**config.mk**
```make
export PLATFORM = sky130hd
export DESIGN_NAME = cpc_io_fabric
export DESIGN_NICKNAME = d
export VERILOG_FILES = /design/src/rtl/cpc_io_pkg.sv /design/src/rtl/cpc_io_prio.sv /design/src/rtl/cpc_io_fabric.sv
export SDC_FILE = /design/constraint.sdc
export NUM_CORES = 1
export LEC_CHECK = 0
export BUFFER_PORTS_ARGS = -buffer_cell sky130_fd_sc_hd__buf_2
export CAP_MARGIN = 20
export CORE_MARGIN = 4
export CORE_UTILIZATION = 48
export CTS_CLUSTER_SIZE = 12
export DETAILED_ROUTE_END_ITERATION = 8
export MAX_ROUTING_LAYER = met4
export PLACE_DENSITY = 0.87
export SYNTH_ARGS = -nofsm -noshare
export SYNTH_HDL_FRONTEND = slang
export SYNTH_HIERARCHICAL = 1
export SYNTH_SLANG_ARGS = --single-unit
export TNS_END_PERCENT = 30
```
**constraint.sdc**
```tcl
create_clock -name ck16 -period 9.3 [get_ports ck16]
set_clock_uncertainty 0.05 [all_clocks]
set_input_delay 1.86 -clock ck16 [delete_from_list [all_inputs] [get_ports ck16]]
set_output_delay 1.86 -clock ck16 [all_outputs]
set_load 0.01 [all_outputs]
```
**src/rtl/cpc_io_pkg.sv**
```systemverilog
// Shared definitions for the CPC I/O-cycle fabric: FSM state encoding and
// the value the CPU reads back when no peripheral answers.
package cpc_io_pkg;

    typedef enum logic [1:0] {
        IO_IDLE,
        IO_WAIT,
        IO_ACTIVE,
        IO_HOLD
    } io_state_e;

    localparam logic [7:0] IO_DEFAULT_DATA = 8'hFF;

endpackage

```
**src/rtl/cpc_io_prio.sv**
```systemverilog
// Combinational address-window match for all channels, lowest-index
// priority select, and detection of more than one matching window.
module cpc_io_prio #(
    parameter int NCH = 4,
    parameter int AW  = 16,
    parameter int IW  = 2
) (
    input  logic [AW-1:0]     addr,
    input  logic [NCH*AW-1:0] mask,
    input  logic [NCH*AW-1:0] value,
    output logic              hit,
    output logic [IW-1:0]     idx,
    output logic              multi
);

    logic [4:0] nhits;

    // Scanning from the top down lets the lowest matching index overwrite idx last.
    always_comb begin
        hit   = 1'b0;
        idx   = '0;
        nhits = '0;
        for (int i = NCH - 1; i >= 0; i--) begin
            if ((addr & mask[i*AW +: AW]) == (value[i*AW +: AW] & mask[i*AW +: AW])) begin
                hit   = 1'b1;
                idx   = IW'(i);
                nhits = nhits + 5'd1;
            end
        end
        multi = (nhits >= 5'd2);
    end

endmodule

```
**src/rtl/cpc_io_fabric.sv**
```systemverilog
// Z80 I/O-cycle fabric: samples the CPU bus, decodes against programmable
// windows, inserts per-channel wait states and issues one-cycle strobes.
module cpc_io_fabric
    import cpc_io_pkg::*;
#(
    parameter int NCH = 4,
    parameter int AW  = 16,
    parameter int DW  = 8,
    parameter int WW  = 4
) (
    input  logic              ck16,
    input  logic              rst,
    input  logic [AW-1:0]     cpu_addr,
    input  logic              iorq_n,
    input  logic              rd_n,
    input  logic              wr_n,
    input  logic              m1_n,
    input  logic [DW-1:0]     cpu_dout,
    output logic [DW-1:0]     cpu_din,
    output logic              wait_n,
    input  logic [NCH*AW-1:0] ch_mask,
    input  logic [NCH*AW-1:0] ch_value,
    input  logic [NCH*WW-1:0] ch_waits,
    input  logic [NCH*DW-1:0] ch_rdata,
    output logic [NCH-1:0]    ch_rd_stb,
    output logic [NCH-1:0]    ch_wr_stb,
    output logic [DW-1:0]     ch_wdata,
    output logic [AW-1:0]     ch_addr,
    output logic              conflict
);

    localparam int IW = (NCH > 1) ? $clog2(NCH) : 1;

    io_state_e       state_q;
    logic            act;
    logic            act_q;
    logic            rd_q;
    logic [AW-1:0]   smp_addr_q;
    logic [DW-1:0]   smp_dout_q;
    logic            dir_rd_q;
    logic [IW-1:0]   idx_q;
    logic [WW-1:0]   cnt_q;
    logic [DW-1:0]   cpu_din_q;
    logic [DW-1:0]   wdata_q;
    logic [AW-1:0]   addr_q;
    logic            wait_n_q;
    logic            conflict_q;
    logic [NCH-1:0]  rd_stb_q;
    logic [NCH-1:0]  wr_stb_q;

    logic            p_hit;
    logic [IW-1:0]   p_idx;
    logic            p_multi;
    logic [IW-1:0]   win_d;
    logic [NCH-1:0]  onehot_d;
    logic [WW-1:0]   waits_arr [NCH];
    logic [DW-1:0]   rdata_arr [NCH];

    assign act = !iorq_n && m1_n && (!rd_n || !wr_n);

    for (genvar g = 0; g < NCH; g++) begin : g_unpack
        assign waits_arr[g] = ch_waits[g*WW +: WW];
        assign rdata_arr[g] = ch_rdata[g*DW +: DW];
    end

    // Decode works on the sampled address so the whole cycle sees one stable value.
    cpc_io_prio #(
        .NCH (NCH),
        .AW  (AW),
        .IW  (IW)
    ) u_prio (
        .addr  (smp_addr_q),
        .mask  (ch_mask),
        .value (ch_value),
        .hit   (p_hit),
        .idx   (p_idx),
        .multi (p_multi)
    );

    assign win_d    = (state_q == IO_IDLE) ? p_idx : idx_q;
    assign onehot_d = NCH'(1) << win_d;

    always_ff @(posedge ck16 or posedge rst) begin
        if (rst) begin
            state_q    <= IO_IDLE;
            act_q      <= 1'b0;
            rd_q       <= 1'b0;
            smp_addr_q <= '0;
            smp_dout_q <= '0;
            dir_rd_q   <= 1'b0;
            idx_q      <= '0;
            cnt_q      <= '0;
            cpu_din_q  <= DW'(IO_DEFAULT_DATA);
            wdata_q    <= '0;
            addr_q     <= '0;
            wait_n_q   <= 1'b1;
            conflict_q <= 1'b0;
            rd_stb_q   <= '0;
            wr_stb_q   <= '0;
        end else begin
            act_q      <= act;
            rd_q       <= !rd_n;
            smp_addr_q <= cpu_addr;
            smp_dout_q <= cpu_dout;
            rd_stb_q   <= '0;
            wr_stb_q   <= '0;

            case (state_q)
                IO_IDLE: begin
                    if (act_q) begin
                        addr_q   <= smp_addr_q;
                        wdata_q  <= smp_dout_q;
                        dir_rd_q <= rd_q;
                        idx_q    <= p_idx;
                        if (p_multi) begin
                            conflict_q <= 1'b1;
                        end
                        if (!p_hit) begin
                            state_q <= IO_HOLD;
                            if (rd_q) begin
                                cpu_din_q <= DW'(IO_DEFAULT_DATA);
                            end
                        end else if (waits_arr[p_idx] == '0) begin
                            state_q <= IO_ACTIVE;
                            if (rd_q) begin
                                rd_stb_q <= onehot_d;
                            end else begin
                                wr_stb_q <= onehot_d;
                            end
                        end else begin
                            state_q  <= IO_WAIT;
                            cnt_q    <= waits_arr[p_idx];
                            wait_n_q <= 1'b0;
                        end
                    end
                end

                // An aborted cycle leaves without a strobe, even on the last wait count.
                IO_WAIT: begin
                    if (!act_q) begin
                        state_q  <= IO_IDLE;
                        wait_n_q <= 1'b1;
                    end else if (cnt_q == WW'(1)) begin
                        state_q  <= IO_ACTIVE;
                        wait_n_q <= 1'b1;
                        if (dir_rd_q) begin
                            rd_stb_q <= onehot_d;
                        end else begin
                            wr_stb_q <= onehot_d;
                        end
                    end else begin
                        cnt_q <= cnt_q - WW'(1);
                    end
                end

                IO_ACTIVE: begin
                    if (dir_rd_q) begin
                        cpu_din_q <= rdata_arr[idx_q];
                    end
                    state_q <= IO_HOLD;
                end

                IO_HOLD: begin
                    if (!act_q) begin
                        state_q <= IO_IDLE;
                    end
                end

                default: state_q <= IO_IDLE;
            endcase
        end
    end

    assign cpu_din   = cpu_din_q;
    assign wait_n    = wait_n_q;
    assign ch_rd_stb = rd_stb_q;
    assign ch_wr_stb = wr_stb_q;
    assign ch_wdata  = wdata_q;
    assign ch_addr   = addr_q;
    assign conflict  = conflict_q;

endmodule

```
==> results_dict.tcl, run 1 <==
set metrics [dict create \
    die_w_um 102 \
    die_area_um2 10400 \
    area_growth_syn_to_layout_pct 36.0 \
    rsz0062_at_grt "false" \
    yosysTopAreaCell "dfrtp_1" \
    fin_ws_ns 4.14 \
    clk_pin_slew_ns 0.08 \
    wl_um 13400 \
    post_cts_resize_count 0 \
    h-tree-depth 3 \
    required_ns 9.49 \
    worstMarginPinSlew_ns 0.929 \
    grt_max_degree 78 \
    multi_input_area_um2 2210 \
    finalSetupViolations 0 \
    async_flop_share 1.00 \
    worstSkewPairLatency_ns 0.35 \
    initial_utilization 0.490 \
    fin_crit_sh 0.555 \
    netlist.area_leader.share 0.400 \
    ant_nets 0 \
    end_kind "flop" \
    ys_ff_latch 77 \
    crit_chain "buf_2 -> xor2_1 -> a22oi_1 -> nand4_1 -> nor2_1 -> inv_1 -> ha_1 -> nor3_2 -> mux4_1 -> or2_1 -> a211o_1 -> o21a_1 -> o2bb2a_4" \
    std_cell_rows 34 \
    ys_top_cells_by_count "68 x dfrtp_1, 65 x xor2_1, 29 x a22oi_1" \
    core_um2 8680 \
    grt_antenna_before_repair 0 \
    clockBufferDepth 2 \
    p_leak_nw 2.87 \
    grt_pass1_wl_um 20000 \
    synth_edf_count 0 \
    timing.setup.tns_ns 0 \
    nFillCells 674 \
    syn-instance-count 354 \
    cts-root-buf "clkbuf_8" \
    synth_most_common_cell "dfrtp_1" \
    worstSetupPathType "input pin to flop" \
    die_y_um 102 \
    diodes 0 \
    timing.hold.ws_ns 0.427 \
    min_period_ns 5.16 \
    crit_path_top_delay_cell "nor3_2" \
    slew_viol_final 0 \
    syn_nets 564 \
    dr.pass1.iters 4 \
    num_io_pins 248 \
    drive_above_1_share 0.539 \
    wire_per_inst_um 18.7 \
    fin_nets 813 \
    maxCapViolations 0 \
    dp_hpwl_um 11000 \
    hold_viol_final 0 \
    viasPerCell 5.44 \
    synth-seq-area-share 0.456 \
    fmax_mhz 194 \
    critical_path.max_fanout 13 \
    hold_path.class "flop to flop" \
    synth_area_per_cell_um2 12.0 \
    yosysWarnings 6 \
    relSlewSlack 0.381 \
    port_buffers 247 \
    synthFlopType "dfrtp_1" \
    outcome "finished clean" \
    yosysUniqueCellTypes 49 \
    cts_tree "built" \
    holdBufCountCts 0 \
    syn_area_um2 4250 \
    drc 0 \
    grt_pass1_vias 4101 \
    seq_area_um2 1940 \
    clock-sinks 77 \
    finalWeightedCongestion 0.935 \
    grt.total_usage 0.263 \
    yosys-top-cells-area "dfrtp_1 40%, xor2_1 13%, mux2_2 7.2%, mux4_2 5.8%, dfstp_2 5.6%" \
    worstSetupStartpointType "input pin" \
    cp.arrival_ns 5.35 \
    powerDensity_nw_per_um2 201 \
    cts_buffers 9 \
    drt_iter0_drc 203 \
    peakVddDrop_mv 0.146 \
    place_ws_ns 3.81 \
    via_count 3897 \
    post_cts_buffers 0 \
    critPathMaxStageDelay_ns 0.76 \
    grt_remaining_overflow 0 \
]
[layer usage]
layer | part of all wire | routed length [µm] | track usage
met1 | 0.38 | 5100 | 0.306
met4 | 0.019 | 257 | 0.0767
met5 | 0 | 0 | -
met2 | 0.49 | 6590 | 0.430
met3 | 0.11 | 1460 | 0.0956
[stage by stage]
stage                util  power (mW)  instance area [µm²]  std cells
global route        0.666        1.23                 5780        716
detailed placement  0.644       0.925                 5590        700
finish              0.666        1.16                 5780        716
CTS                 0.666        1.17                 5780        716
global placement    0.644       0.903                 5590        700
floorplan               -       0.744                 4250        354
[final timing paths]
kind | startpoint | end | slack (ns) | cells after the start
worst min-delay path | conflict | conflict | 0.43 | 1
worst max register to register | smp_addr_q[11] | cnt_q[0] | 5.15 | 11
worst max-delay path | ch_value[63] | cnt_q[0] | 4.14 | 13
min in group asynchronous | rst | smp_dout_q[2] | 1.74 | 3
max in group asynchronous | rst | ch_addr[15] | 6.86 | 3
worst min register to register | conflict | conflict | 0.43 | 1
[power breakdown]
part / internal [mW] / leakage (nW) / switching, mW
combinational: 0.208 / 1.85 / 0.196
clock: 0.123 / 0.0923 / 0.121
sequential: 0.437 / 0.921 / 0.0786
[layout by cell type (no fill, tap or decap), types with 2 or more instances in the layout]
cell        count
nand4_1         7
buf_2         247
clkinv_2        3
nor3b_1         2
mux4_2         11
dfstp_2         9
xor2_1         65
and2_1          7
inv_1          11
nor2b_1         4
buf_4           3
a22oi_1        29
nand2_1         3
o21ai_0        10
dfrtp_1        68
clkinvlp_4      2
or2_1           2
a22o_1          2
a31oi_1         3
nand3_1        11
a22oi_2         4
a21oi_1         8
o22a_1          8
nor2_1         12
o21ai_1         2
mux2_2         27
ha_1            4
clkbuf_8        9
nor3_1          6
nand4_2         3
a211oi_1        2
[layout make-up]
class,instances,area share
clock buffer,10,0.0221
timing repair buffer,250,0.218
inverter,12,0.00801
sequential,77,0.335
tap,108,0.0234
multi-input combinational,253,0.383
clock inverter,6,0.0110
[cell families after synthesis]
kind of cell | share of synthesized area
mux | 0.139
fa+ha+maj | 0.0118
buf+inv | 0.0247
simple gates | 0.0948
compound gates | 0.140
flops | 0.456
xor+xnor | 0.134
[state kept, by name, summed over array words and instances, names as in the netlist]
register and cells:
ch_wdata 8, conflict 1, cnt_q 4, dir_rd_q 1, cpu_din 8, ch_rd_stb 4, smp_dout_q 8, state_q 2
ch_wr_stb 4, ch_addr 16, smp_addr_q 16, idx_q 2, wait_n 1, act_q 1, rd_q 1
[worst max-delay path: cells and delay by family]
kind                       cells  cell delay, ns
AOI/OAI and AO/OA              4            1.08
xor gates and xnor gates       1            0.14
adders and majority gates      1            0.22
buffers and inverters          2            0.18
muxes                          1            0.41
and+or+nand+nor                4            1.43
Note: power is estimated with default switching activity, not from simulation.
==> inputs of run 2 (changes only) <==
Settings changed: ABC_AREA from default to 1, CORE_UTILIZATION 48 to 42, PLACE_DENSITY 0.87 to 0.78.
Clock period 9.3 ns to 4.3 ns, I/O delays scaled along.
==> run 2 against run 1 <==
Net effect:
- synthesized area rose by 13%
- non-clock buffer count fell by 2
- critical path depth rose by 7
- largest cell class unchanged
- largest power group unchanged
==> results_dict.tcl, run 2 <==
set metrics [dict create \
    outcome "finished clean" \
    std_cell_rows 38 \
    grt_pass1_vias 4730 \
    clk_pin_slew_ns 0.06 \
    synth_top_family_by_area "simple AND/OR/NAND/NOR gates" \
    cts-root-buf "clkbuf_16" \
    slew_viol_final 0 \
    wl_um 14400 \
    synth_edf_count 0 \
    rsz0062_at_grt "false" \
    area_growth_syn_to_layout_pct 34.7 \
    synth_most_common_cell "nand2_1" \
    yosysWarnings 6 \
    r2r-end "cnt_q[0]" \
    syn_nets 870 \
    worstHoldStart "smp_dout_q[7]" \
    die_y_um 115 \
    yosysUniqueCellTypes 34 \
    dpl_cell_area_um2 6150 \
    initial_utilization 0.436 \
    async_flop_share 1.00 \
    yosys.area_share.simple 0.343 \
    finalWeightedCongestion 0.883 \
    wire_per_inst_um 13.7 \
    nFillCells 1043 \
    r2r_cells 19 \
    grt.total_usage 0.224 \
    grt_pass1_wl_um 22300 \
    hold_end "ch_wdata[7]" \
    hold_viol_final 0 \
    viasPerCell 4.80 \
    worstSetupPathType "input pin to flop" \
    worstSetupStartpointType "input pin" \
    drc 0 \
    syn_area_um2 4790 \
    grt_remaining_overflow 0 \
    critical_path.max_fanout 7 \
    worstSkewPairLatency_ns 0.34 \
    whs_path_depth 1 \
    post_cts_resize_count 0 \
    h-tree-depth 3 \
    rr_startpoint "smp_addr_q[1]" \
    post_cts_buffers 0 \
    synthAdderAreaFrac 0.0105 \
    fmax_mhz 291 \
    cts_tree "built" \
    required_ns 4.48 \
    clockBufferDepth 2 \
    drive_above_1_share 0.365 \
    dr.pass1.iters 5 \
    yosysTopAreaCell "dfrtp_1" \
    ant_nets 0 \
    hold_path.class "flop to flop" \
    worstMarginPinSlew_ns 0.836 \
    port_buffers 247 \
    relSlewSlack 0.441 \
    syn-instance-count 660 \
    die_area_um2 13200 \
    most-common-layout-cells "247 x buf_2, 199 x nand2_1, 83 x inv_1" \
    die_w_um 115 \
    ys_ff_latch 77 \
    min_period_ns 3.43 \
    holdBufCountCts 0 \
    num_io_pins 248 \
    netlist.area_leader.share 0.355 \
    finish.instance_area_um2 6450 \
    fin_nets 1119 \
    synth-seq-area-share 0.405 \
    p_leak_nw 3.67 \
    synth_compound_area_frac 0.0873 \
    end_kind "flop" \
    synth_area_per_cell_um2 7.26 \
    finalSetupViolations 0 \
    r2r_slack_ns 0.95 \
    powerDensity_nw_per_um2 452 \
    dp_hpwl_um 11900 \
    clock-sinks 77 \
    grt_antenna_before_repair 0 \
    timing.setup.tns_ns 0 \
    grt_max_degree 45 \
    via_count 5059 \
    maxCapViolations 0 \
    core_um2 11000 \
    yosys-top-cells-area "dfrtp_1 36%, nand2_1 16%, nand3_1 7.8%, inv_1 6.6%, mux2_2 5.6%" \
    cts_buffers 9 \
    drt_iter0_drc 193 \
    peakVddDrop_mv 0.362 \
    synthFlopType "dfrtp_1" \
    final_common_cell "buf_2" \
    synthMuxAreaShare 0.0564 \
    synth_xor_area_frac 0.00732 \
    diodes 0 \
    fin_crit_sh 0.799 \
    ys_top_cells_by_count "199 x nand2_1, 84 x inv_1, 75 x nand3_1" \
    cp.arrival_ns 3.62 \
]
run 2: changes by cell type after synthesis, moves of 7 or more:
cell,previous run,this run
nand3b_1,1,11
inv_2,0,12
xor2_1,65,4
o22a_1,8,0
a22oi_1,29,0
nand2_1,3,199
and2_1,7,0
o21ai_0,10,45
nand3_1,11,75
o221ai_1,0,8
inv_1,12,84
nor2_1,12,58
mux4_2,11,0
run 2: per-stage QoR:
| stage | utilization | setup slack (ns) | power, mW | instances | hold slack [ns] |
|---|---|---|---|---|---|
| final | 0.587 | 0.865 | 2.92 | 1054 | 0.428 |
| after global routing | 0.587 | 0.561 | 3.14 | 1054 | 0.443 |
| after CTS | 0.587 | 0.963 | 2.95 | 1054 | 0.430 |
| after detailed placement | 0.560 | 0.602 | 2.18 | 1038 | 0.413 |
| after global placement | 0.560 | 0.636 | 2.15 | 1038 | 0.408 |
| after floorplan | - | 1.40 | 1.77 | 660 | 0.392 |
run 2: cells by family after synthesis:
kind of cell	Yosys count
AOI/OAI and AO/OA	72
xor gates and xnor gates	4
adders and majority gates	4
buffers and inverters	110
DFF	77
muxes	24
and+or+nand+nor	369
run 2: layer usage:
layer | wire length [µm] | GRT usage | part of all wire | vias to the layer above
li1 | - | - | - | 2616
met1 | 6010 | 0.269 | 0.42 | 2263
met2 | 7220 | 0.373 | 0.50 | 163
met3 | 943 | 0.0474 | 0.065 | 17
met4 | 250 | 0.0767 | 0.017 | 0
met5 | 0 | - | 0 | -
run 2: area by class of cell:
cell class | count | area [µm²] | share of cell area
Tap cell | 140 | 175 | 0.0272
Clock buffer | 9 | 225 | 0.0349
Clock inverter | 7 | 76.3 | 0.0118
Multi-Input combinational cell | 473 | 2410 | 0.374
Sequential cell | 77 | 1940 | 0.300
Inverter | 100 | 378 | 0.0586
Timing Repair Buffer | 248 | 1240 | 0.193
run 2: how the worst max path moves through the flow:
stage               depth (start not counted)         start  endpoint  slack, ns
detailed placement                         20  ch_value[49]  cnt_q[2]       0.60
CTS                                        20  ch_value[49]  cnt_q[0]       0.96
global route                               20  ch_value[49]  cnt_q[3]       0.56
finish                                     20  ch_value[49]  cnt_q[0]       0.87
global placement                           20  ch_value[49]  cnt_q[0]       0.64
floorplan                                  19  ch_value[44]  cnt_q[0]       1.40
run 2: critical path, cell delays in order:
cell     delay [ns]
buf_2          0.10
inv_1          0.06
nand2_1        0.05
nand3_1        0.09
nand2_1        0.09
nor2_1         0.16
nand2_1        0.11
nor2_4         0.17
inv_1          0.06
ha_1           0.20
nor3_1         0.61
inv_1          0.27
nand3_1        0.18
nand2_1        0.07
nand2_1        0.06
nor2_1         0.09
nand2_2        0.13
nand2_1        0.12
nand2_1        0.08
nand2_1        0.05
run 2: power by group:
| group | switching [mW] | internal [mW] | leakage, nW |
|---|---|---|---|
| Sequential | 0.150 | 0.967 | 0.926 |
| Clock | 0.308 | 0.451 | 0.142 |
| Combinational | 0.586 | 0.458 | 2.60 |
